## src/rtl/ultrasonido_sched.sv

```systemverilog
// Round-robin scheduler sharing one ultrasonic measurement core among N_SENS sensors.
// Optional macro ULTRA_SCHED_AVG_EN: good results are averaged with the previous stored value.
module ultrasonido_sched #(
  parameter int N_SENS      = 4,
  parameter int SEL_W       = 2,
  parameter int SETTLE_CYC  = 16,
  parameter int TIMEOUT_CYC = 2000000,
  parameter int GAP_CYC     = 500000
) (
  input  logic                clk_i,
  input  logic                reset_i,
  input  logic                run_i,
  input  logic [N_SENS-1:0]   mask_i,
  output logic                meas_en_o,
  input  logic                meas_done_i,
  input  logic [7:0]          meas_d_i,
  output logic [SEL_W-1:0]    sel_o,
  output logic [8*N_SENS-1:0] dist_o,
  output logic [N_SENS-1:0]   valid_o,
  output logic [N_SENS-1:0]   err_o,
  output logic                frame_done_o,
  output logic                busy_o
);

  typedef enum logic [2:0] {
    S_IDLE,
    S_SETTLE,
    S_MEASURE,
    S_STORE,
    S_GAP
  } state_t;

  localparam int CNT_MAX_A = (SETTLE_CYC > TIMEOUT_CYC) ? SETTLE_CYC : TIMEOUT_CYC;
  localparam int CNT_MAX   = (CNT_MAX_A > GAP_CYC) ? CNT_MAX_A : GAP_CYC;
  localparam int CNT_W     = $clog2(CNT_MAX + 1);
  localparam logic [CNT_W-1:0] SETTLE_LAST = CNT_W'(SETTLE_CYC - 1);
  localparam logic [CNT_W-1:0] TMO_LAST    = CNT_W'(TIMEOUT_CYC - 1);
  localparam logic [CNT_W-1:0] GAP_LAST    = CNT_W'(GAP_CYC - 1);

  state_t             state_q, state_d;
  logic [CNT_W-1:0]   cnt_q, cnt_d;
  logic [SEL_W-1:0]   sel_q, sel_d;
  logic [SEL_W-1:0]   first_idx, next_idx;
  logic [N_SENS-1:0]  mask_sh;
  logic               next_found, next_wrap;
  logic               tmo_q, tmo_d;
  logic               done_q, done_q2, done_evt;
  logic               meas_en_q, meas_en_d;
  logic               frame_done_q, frame_done_d;
  logic               gap_last;

  // Only a fresh rising edge of the synchronised done counts; a level held from before is ignored.
  assign done_evt = done_q & ~done_q2;
  assign gap_last = (state_q == S_GAP) && (cnt_q == GAP_LAST);

  always_comb begin
    first_idx  = '0;
    next_idx   = sel_q;
    next_found = 1'b0;
    mask_sh    = '0;
    for (int k = N_SENS - 1; k >= 0; k--) begin
      mask_sh = mask_i >> k;
      if (mask_sh[0]) first_idx = SEL_W'(k);
    end
    // Descending scan leaves the nearest set bit above sel, wrapping round to sel itself.
    for (int k = N_SENS; k >= 1; k--) begin
      mask_sh = mask_i >> ((int'(sel_q) + k) % N_SENS);
      if (mask_sh[0]) begin
        next_idx   = SEL_W'((int'(sel_q) + k) % N_SENS);
        next_found = 1'b1;
      end
    end
  end

  assign next_wrap = (next_idx <= sel_q);

  always_ff @(posedge clk_i or posedge reset_i) begin
    if (reset_i) begin
      state_q      <= S_IDLE;
      cnt_q        <= '0;
      sel_q        <= '0;
      tmo_q        <= 1'b0;
      done_q       <= 1'b0;
      done_q2      <= 1'b0;
      meas_en_q    <= 1'b0;
      frame_done_q <= 1'b0;
    end else begin
      state_q      <= state_d;
      cnt_q        <= cnt_d;
      sel_q        <= sel_d;
      tmo_q        <= tmo_d;
      done_q       <= meas_done_i;
      done_q2      <= done_q;
      meas_en_q    <= meas_en_d;
      frame_done_q <= frame_done_d;
    end
  end

  always_comb begin
    state_d = state_q;
    cnt_d   = cnt_q + CNT_W'(1);
    sel_d   = sel_q;
    tmo_d   = tmo_q;
    case (state_q)
      S_IDLE: begin
        cnt_d = '0;
        if (run_i && (mask_i != '0)) begin
          sel_d   = first_idx;
          state_d = S_SETTLE;
        end
      end
      S_SETTLE: begin
        if (cnt_q == SETTLE_LAST) begin
          cnt_d   = '0;
          state_d = S_MEASURE;
        end
      end
      S_MEASURE: begin
        if (done_evt) begin
          tmo_d   = 1'b0;
          cnt_d   = '0;
          state_d = S_STORE;
        end else if (cnt_q == TMO_LAST) begin
          tmo_d   = 1'b1;
          cnt_d   = '0;
          state_d = S_STORE;
        end
      end
      S_STORE: begin
        cnt_d   = '0;
        state_d = S_GAP;
      end
      S_GAP: begin
        if (gap_last) begin
          cnt_d = '0;
          if (run_i && next_found) begin
            sel_d   = next_idx;
            state_d = S_SETTLE;
          end else begin
            state_d = S_IDLE;
          end
        end
      end
      default: begin
        cnt_d   = '0;
        state_d = S_IDLE;
      end
    endcase
  end

  always_comb begin
    meas_en_d    = (state_d == S_MEASURE);
    frame_done_d = gap_last && next_found && next_wrap;
  end

  assign meas_en_o    = meas_en_q;
  assign frame_done_o = frame_done_q;
  assign busy_o       = (state_q != S_IDLE);
  assign sel_o        = sel_q;

  for (genvar gi = 0; gi < N_SENS; gi++) begin : g_bank
    logic [7:0] dist_r;
    logic       valid_r;
    logic       err_r;
    logic [7:0] store_val;
    logic       wr_en;

`ifdef ULTRA_SCHED_AVG_EN
    logic [8:0] sum;
    assign sum       = {1'b0, dist_r} + {1'b0, meas_d_i} + 9'd1;
    // After a timeout the slot holds 8'hFF, so the next good result restarts raw.
    assign store_val = (valid_r && !err_r) ? sum[8:1] : meas_d_i;
`else
    assign store_val = meas_d_i;
`endif

    assign wr_en = (state_q == S_STORE) && (sel_q == SEL_W'(gi));

    always_ff @(posedge clk_i or posedge reset_i) begin
      if (reset_i) begin
        dist_r  <= 8'h00;
        valid_r <= 1'b0;
        err_r   <= 1'b0;
      end else if (wr_en) begin
        if (tmo_q) begin
          dist_r <= 8'hFF;
          err_r  <= 1'b1;
        end else begin
          dist_r  <= store_val;
          valid_r <= 1'b1;
          err_r   <= 1'b0;
        end
      end
    end

    assign dist_o[8*gi +: 8] = dist_r;
    assign valid_o[gi]       = valid_r;
    assign err_o[gi]         = err_r;
  end

endmodule

```

## config.mk

```make
export PLATFORM = sky130hd
export DESIGN_NAME = ultrasonido_sched
export DESIGN_NICKNAME = d
export VERILOG_FILES = /design/src/rtl/ultrasonido_sched.sv
export SDC_FILE = /design/constraint.sdc
export NUM_CORES = 1
export LEC_CHECK = 0
export BUFFER_PORTS_ARGS = -buffer_cell sky130_fd_sc_hd__buf_4
export CORE_MARGIN = 4
export CORE_UTILIZATION = 25
export DETAILED_ROUTE_END_ITERATION = 10
export PLACE_DENSITY = 0.41
export SYNTH_ARGS = -nofsm -noshare
export SYNTH_HDL_FRONTEND = slang
export SYNTH_SLANG_ARGS = --single-unit
```

## constraint.sdc

```tcl
create_clock -name clk_i -period 2.5 [get_ports clk_i]
set_input_delay 0.125 -clock clk_i [delete_from_list [all_inputs] [get_ports clk_i]]
set_output_delay 0.125 -clock clk_i [all_outputs]
set_load 0.01 [all_outputs]
```

==> results of run 1 <==
## synth_stat cells (5+ instances only)
library cell and count:
nand2_1 47, mux2_2 6, xnor2_1 5, o21ai_0 37, a21oi_1 9, ha_1 7
nand3_1 8, nor2_1 19, clkbuf_1 12, and4_1 5, inv_1 6, dfrtp_1 71
nor2_2 19, xor2_1 13, nor3_1 7, buf_4 8
## cell families (layout without fill, tap and decap cells)
group,Yosys count,in the layout,synth area share
AND/OR/NAND/NOR,133,133,0.200
flip-flops,71,71,0.530
XOR/XNOR,18,18,0.0470
adder cells (fa/ha/maj),7,7,0.0261
buffers and inverters,28,87,0.0448
AO/OA/AOI/OAI,67,67,0.123
multiplexers,9,9,0.0291
## registers in the layout, summed over array words and instances, names as in the netlist
register        cells
g_bank.dist_r      32
cnt_q              21
g_bank.err_r        4
g_bank.valid_r      4
state_q             3
sel_o               2
done_q              1
done_q2             1
frame_done_o        1
meas_en_o           1
tmo_q               1
## worst paths after layout
path	start	endpoint	slack, ns	depth (start not counted)
setup / recovery	cnt_q[9]	cnt_q[11]	0.34	6
hold / removal	meas_d_i[2]	g_bank[1].dist_r[2]	0.10	3
setup reg to reg	cnt_q[9]	cnt_q[11]	0.34	6
hold reg to reg	done_q	done_q2	0.39	0
max in group asynchronous	reset_i	meas_en_o	1.41	4
min in group asynchronous	reset_i	cnt_q[18]	0.45	3
## worst register-to-register path, delay by kind of cell (launching register included)
kind	cells	cell delay, ns
AO/OA/AOI/OAI	2	0.55
buffers and inverters	1	0.23
flip-flops	1	0.42
AND/OR/NAND/NOR	3	0.86
## final cells by class
type                            count  area share
Clock buffer                       11      0.0573
Clock inverter                      2     0.00236
Inverter                            6     0.00531
Multi-Input combinational cell    234       0.336
Sequential cell                    71       0.419
Tap cell                          176      0.0520
Timing Repair Buffer               68       0.128
## power by group through the flow
stage / Clock (mW) / Combinational, mW / Sequential [mW]
floorplan: 0 / 0.613 / 1.59
global placement: 0 / 1.12 / 1.54
detailed placement: 0 / 1.13 / 1.54
CTS: 1.15 / 1.14 / 1.52
global route: 1.21 / 1.27 / 1.55
finish: 1.11 / 1.11 / 1.51
## metal layers
| layer | share of wire | vias up | track usage |
|---|---|---|---|
| met5 | 0 | - | 0 |
| met4 | 0.013 | 0 | 0.0457 |
| met1 | 0.47 | 1192 | 0.145 |
| met2 | 0.47 | 57 | 0.174 |
| li1 | - | 1241 | - |
| met3 | 0.050 | 9 | 0.0204 |
## placed cells by master (no fill, tap or decap), types with 6 or more instances in the layout
master     Yosys  layout
a21oi_1        9       9
buf_4          8      64
clkbuf_16      0       9
dfrtp_1       71      71
ha_1           7       7
mux2_2         6       6
nand2_1       47      47
nand3_1        8       8
nor2_1        19      19
nor2_2        19      19
nor3_1         7       7
o21ai_0       37      37
xor2_1        13      13
==> results.txt, run 1 <==
The flow ran to the end, and the final reports show no timing, DRC or antenna violations. The count of pins over their slew limit is 0. The overflow left after global routing is 0. The layout has 1,371 filler cells.

The number of warnings issued by yosys came out at 0. The share of total power dissipated in sequential elements is 0.405. The biggest area contributor in the post-synthesis netlist is dfrtp_1.

The total leakage power came out at 1.96 nW. Subtracting the final worst setup slack from the clock period gives 2.16 ns. The first global-routing pass estimated 12.9 mm of wire. The synthesized netlist occupies a cell area of 0.00335 mm2. The total global routing track utilization came out at 0.109.

The die height came out at approximately 120 um. The number of hold violations in the final report came out at 0. In the finished design, the share of the clock period the worst path needs comes to 0.864. The required arrival time at the worst endpoint is 2.71 ns. Setup violations remaining at the end of the flow were counted as 0. The maximum ir drop on the vdd rail came out at 0.301 mV. The cell row count is 42. The share of synthesized flip-flops with an asynchronous set or reset came out at 1.00. The switching part of the total came out at 0.308.

The share of Yosys cell area claimed by the top area cell type is 0.530. The number of levels in the clock H-tree came out at 3. Hold is met by ~0.1 ns. The count of maximum capacitance violations is 0. The worst max-slew margin expressed relative to the limit came out at 0.577. The number of buffers and inverters on the critical path is 1.

The setup slack after layout came out at 0.339 ns. The number of clock sinks seen by CTS is 71. The proportion of power drawn by combinational gates is 0.297.

The area taken by multi-input logic gates is 0.00143 mm2. The initial antenna violation count is 0. For the final routed database, the setup TNS stands at 0 ns. The count of nets left with antenna violations once routing finished came out at 0.

The clock latency of the later-clocked register in the worst-skew pair came out at about 0.32 ns. Counting along the longest clock path gives a buffer depth of 2. The fraction of final layout cells with drive strength greater than 1 is 0.273.

The clock input transition at the sequential cells of the worst setup and hold paths is 0.05 ns. The number of nets in the layout is 413. The area taken by flip-flops and latches is 0.00178 mm2. The number of setup buffers added after CTS is 0.

The count of different cell masters after synthesis is between 40 and 50. 61 I/O pins were placed. The worst setup path category is flop to flop. The repair_antennas step left the layout with diodes totalling 0. The most repeated library cell on the critical path is or3_1. The number of placed instances with taps included is 553. The worst setup path is captured at a flop. The mean area per synthesized cell is 10.1 um2. The number of global-route vias before repair is roughly 2,500.

The fraction of the core area covered by cells at the end of the flow is 0.321. The slowest cell on the critical path is dfrtp_1. The overall power is 3.74 mW. The instance area after placement is 0.00397 mm2. The number of enable flip-flop cells after synthesis came out at 0. TritonCTS built the clock tree. The full die area came out at 0.0153 mm2. In this run the worst path has a maximum fanout of 20.

The total wirelength of the detailed-routed design came out at 7.79 mm. After legalization and detailed placement, the total HPWL measured 5.70 mm. The internal power came out at around 2.6 mW.

The maximum number of pins on one net before global-route repair came out at 33. The routed via count divided by cell count came out at ~4.4. The total of flip-flops plus latches after synthesis came out at 71. Timing analysis after detailed placement gives a worst setup slack of about 0.35 ns. The library cell used as clock root buffer is clkbuf_16. The delay of the slowest cell on the worst path is 0.42 ns. The switching power is about 1.1 mW.

Synthesis produced a netlist with a net count of 356. In this run the worst hold path is classified as input port to flop. The total power per unit cell area is 882 mW/mm2. The starting utilization of the core area is 0.254.

The design area is between 0.004 and 0.005 mm2. The count of port buffers added during placement came out at 60. The clock share of power came out at 0.298. STA puts the critical path data arrival time at 2.37 ns.

The kind of cell adding the most delay to the critical path is simple AND/OR/NAND/NOR gates. For this run, the register share of the synthesized area comes to 0.530. Setup repair after global routing left no endpoint under its margin. The via count of the routed design is 2,499. The number of DRC markers after the initial detailed-route iteration is 145.

The area overhead of the layout relative to synthesis came out at 26.4%. The number of cells produced by synthesis came out at 333. Among all flip-flop cells after synthesis, the most frequent one is dfrtp_1.

The final non-filler cell total came out at 568. The maximum clock frequency came out at ~460 MHz. The setup clock skew after layout is 0.00374 ns. In the post-synthesis netlist, the biggest area contributors are dfrtp_1, o21ai_0, nand2_1. TritonCTS created 9 clock buffers.

The critical path goes through or3_1 > or3_1 > o21a_4 > a221oi_4 > buf_12 > nor2_2. At the pin with the least slew margin, the transition time is 0.633 ns. The average detailed-routed wire length per instance came out at 13.7 um. The core region is 0.0132 mm2. The post-CTS resize count came out at 0. The number of hold buffers added after CTS was 2. The die width came out at 124 um. The nature of the critical path startpoint is a flop. The remaining design rule violation count is 0.

The congestion estimate from routability-driven global placement came to 0.774. The count of TritonRoute iterations in the first routing pass came out at 4.
(Power assumes the default switching activity.)
==> run 2, diff against run 1 <==
--- a/config.mk
+++ b/config.mk
@@ -10,6 +10,7 @@
 export CORE_UTILIZATION = 25
 export DETAILED_ROUTE_END_ITERATION = 10
 export PLACE_DENSITY = 0.41
+export RECOVER_POWER = 100
 export SYNTH_ARGS = -nofsm -noshare
 export SYNTH_HDL_FRONTEND = slang
 export SYNTH_SLANG_ARGS = --single-unit
==> results.txt, run 2 (same netlist as run 1, synthesis figures left out) <==
The total power per unit cell area came out at 886 mW/mm2 (+0.50%). The final worst hold slack was 0.105 ns (+0.00339 ns). The final count of negative-setup-slack endpoints was 0 (unchanged). The worst max-slew margin expressed relative to the limit came out at 0.246 (-0.332). The clock latency of the later-clocked register in the worst-skew pair was 0.32 ns (about the same).

The most frequent standard cell in the layout excluding fill and tap cells is dfrtp_1. The maximum clock frequency came out at 458 MHz (-0.97%). The count of antenna-violating nets left after detailed routing is 0 (unchanged). The design area is 0.00402 mm2 (-5.3%). The fraction of the core area covered by cells at the end of the flow is 0.304 (-0.0169). The routed via count divided by cell count came out at 4.41 (+0.28%). The fraction of final layout cells with drive strength greater than 1 is 0.107 (-0.166). The number of filler cells placed in the layout came out at 1,416 (+3.3%). The number of buffers inserted by post-CTS setup repair is 0 (unchanged). TritonCTS built the clock tree. The maximum fanout along the worst path came out at 20 (unchanged).

The post-CTS resize count came to 0 (unchanged). The initial antenna violation count is 0 (unchanged). The number of DRC markers after the initial detailed-route iteration is 153 (+5.5%). The cell sitting at the root of the clock tree is a clkbuf_16. The maximum number of pins on one net before global-route repair is 33 (unchanged). STA classifies the critical path endpoint as a flop. The count of pins over their slew limit is 0 (unchanged). The clock share of power is 0.313 (+0.015).

The pre-CTS setup slack came out at 0.346 ns (unchanged). The final clock period utilization by the worst path is 0.873 (+0.00848). The wire length of the first global-routing pass is 12.9 mm (unchanged). The worst setup path is launched from a flop. The slowest cell on the critical path is dfrtp_1.

The startpoint of the worst hold path is meas_d_i[2]. The setup clock skew after layout is 0.00421 ns (+0.000468 ns). The overflow left after global routing came to 0 (unchanged). Setup repair after global routing left no endpoint under its margin. The setup slack after layout came to 0.318 ns (-0.0212 ns). The total wirelength of the detailed-routed design came out at 7.90 mm (+1.4%). The total CTS buffers is 9 (unchanged).

The total leakage power is 1.81 nW (-7.7%). The endpoint arrival time on the critical path came out at 2.39 ns (+0.02 ns). The average detailed-routed wire length per instance is 13.9 um (+1.4%).

The critical path buffer and inverter count is 1 (unchanged). The library cells used most frequently in the layout, excluding fill and tap cells, are dfrtp_1, nand2_1, clkbuf_1. The instance area after placement came out at 0.00397 mm2 (unchanged). The die width is 124 um (unchanged). The pin slew with the least headroom to its limit is 1.13 ns (+0.497 ns). The switching power came out at 1.12 mW (-2.4%). The tightest min-delay check is of the input port to flop type. Broken down by cell family, the worst path's largest delay share belongs to simple AND/OR/NAND/NOR gates. The total inserted antenna cells is 0 (unchanged). The number of global-route vias before repair is 2,456 (unchanged).

The proportion of power drawn by combinational gates came out at 0.262 (-0.035). The critical path starts at cnt_q[9]. The number of hold violations in the final report came out at 0 (unchanged). The via count of the routed design was 2,506 (+0.28%). The largest registers in the layout are g_bank.dist_r: 32 flops, cnt_q: 21 flops.

The internal power is 2.44 mW (-5.8%). The worst setup path is of the flop to flop kind. The relative contribution of sequential cells to total power is 0.425 (+0.020). The sum of negative setup slack is 0 ns (unchanged). The delay of the slowest cell on the worst path is 0.42 ns (about the same).

The hold buffer count at cts is 2 (unchanged). The maximum buffer depth of the clock tree came out at 2 (unchanged). The total global routing track utilization came out at 0.109 (unchanged).

The start of the worst register-to-register path is cnt_q[9]. The count of maximum capacitance violations came out at 0 (unchanged). The cell row count is 42 (unchanged). The number of placed I/O pins is 61 (unchanged). The full die area came to 0.0153 mm2 (unchanged). The flip-flop count of the largest register, all copies and words added came out at 32 (unchanged). The final non-filler cell total was 568 (unchanged).

The most repeated library cell on the critical path is or3_1. The area overhead of the layout relative to synthesis came out at 19.8%. The die height came out at 124 um (unchanged). The core region area came to 0.0132 mm2 (unchanged). The most flop-heavy register is g_bank.dist_r. The number of nets in the layout came to 413 (unchanged).

The minimum clock period after layout is 2.18 ns (+0.0212 ns). The required arrival time at the worst endpoint came out at 2.71 ns (about the same). The switching part of the total came out at 0.315 (+0.00770).

The post-DP HPWL is 5.70 mm (unchanged). The count of TritonRoute iterations in the first routing pass is 4 (unchanged). The clock input transition at the sequential cells of the worst setup and hold paths was 0.05 ns (about the same).

The maximum ir drop on the vdd rail is 0.295 mV (-1.8%). The number of clock sinks seen by CTS was 71 (unchanged). The number of placed instances with taps included came to 553 (unchanged). The starting utilization of the core area is 0.254 (unchanged).

The number of levels in the clock H-tree is 3 (unchanged). The weighted congestion at the end of routability-driven global placement is 0.774 (unchanged). The overall power is 3.56 mW (-4.8%). The remaining design rule violation count is 0 (unchanged). Traced cell by cell, the critical path runs through or3_1 > or3_1 > o21a_1 > a221oi_4 > buf_12 > nor2_1. The run finished with clean final reports.

The count of port buffers added during placement came out at 60 (unchanged).
run 2: cell count changes in the layout (fill, tap and decap cells not counted), sizes merged:
cell / previous run / this run
clkbuf: 11 / 59
buf: 66 / 18
run 2: area by class of cell:
type	count	area (um2)	area share
clock inverters	2	10.0	0.00249
inverters	6	22.5	0.00561
multi-input cells	234	1380	0.342
flip-flops and latches	71	1780	0.443
repair buffers	68	368	0.0916
clock buffers	11	243	0.0605
well taps	176	220	0.0548
run 2: metal layers:
| layer | vias up | share of wire | track usage | wire (um) |
|---|---|---|---|---|
| met3 | 9 | 0.050 | 0.0204 | 392 |
| met1 | 1206 | 0.47 | 0.145 | 3740 |
| met2 | 47 | 0.46 | 0.174 | 3650 |
| met5 | - | 0 | 0 | 0 |
| li1 | 1244 | - | - | - |
| met4 | 0 | 0.014 | 0.0457 | 114 |
run 2: power groups by stage:
stage / Combinational, mW / Clock, mW / Sequential [mW]
global placement: 1.12 / 0 / 1.54
CTS: 1.14 / 1.15 / 1.52
detailed placement: 1.13 / 0 / 1.54
finish: 0.934 / 1.11 / 1.51
floorplan: 0.613 / 0 / 1.59
global route: 1.08 / 1.21 / 1.54
run 2: path summary, 6_finish.rpt:
path	endpoint	slack, ns	cells after the start
max	cnt_q[12]	0.32	6
min	g_bank[1].dist_r[2]	0.11	3
max reg2reg	cnt_q[12]	0.32	6
min reg2reg	done_q2	0.39	0
max in group asynchronous	meas_en_o	0.61	4
min in group asynchronous	cnt_q[18]	0.66	3
run 2: worst reg2reg max path, delay by kind of cell (launching register included):
family,cells,cell delay (ns)
DFF,1,0.42
buffers and inverters,1,0.20
and+or+nand+nor,3,0.84
AOI/OAI and AO/OA,2,0.61
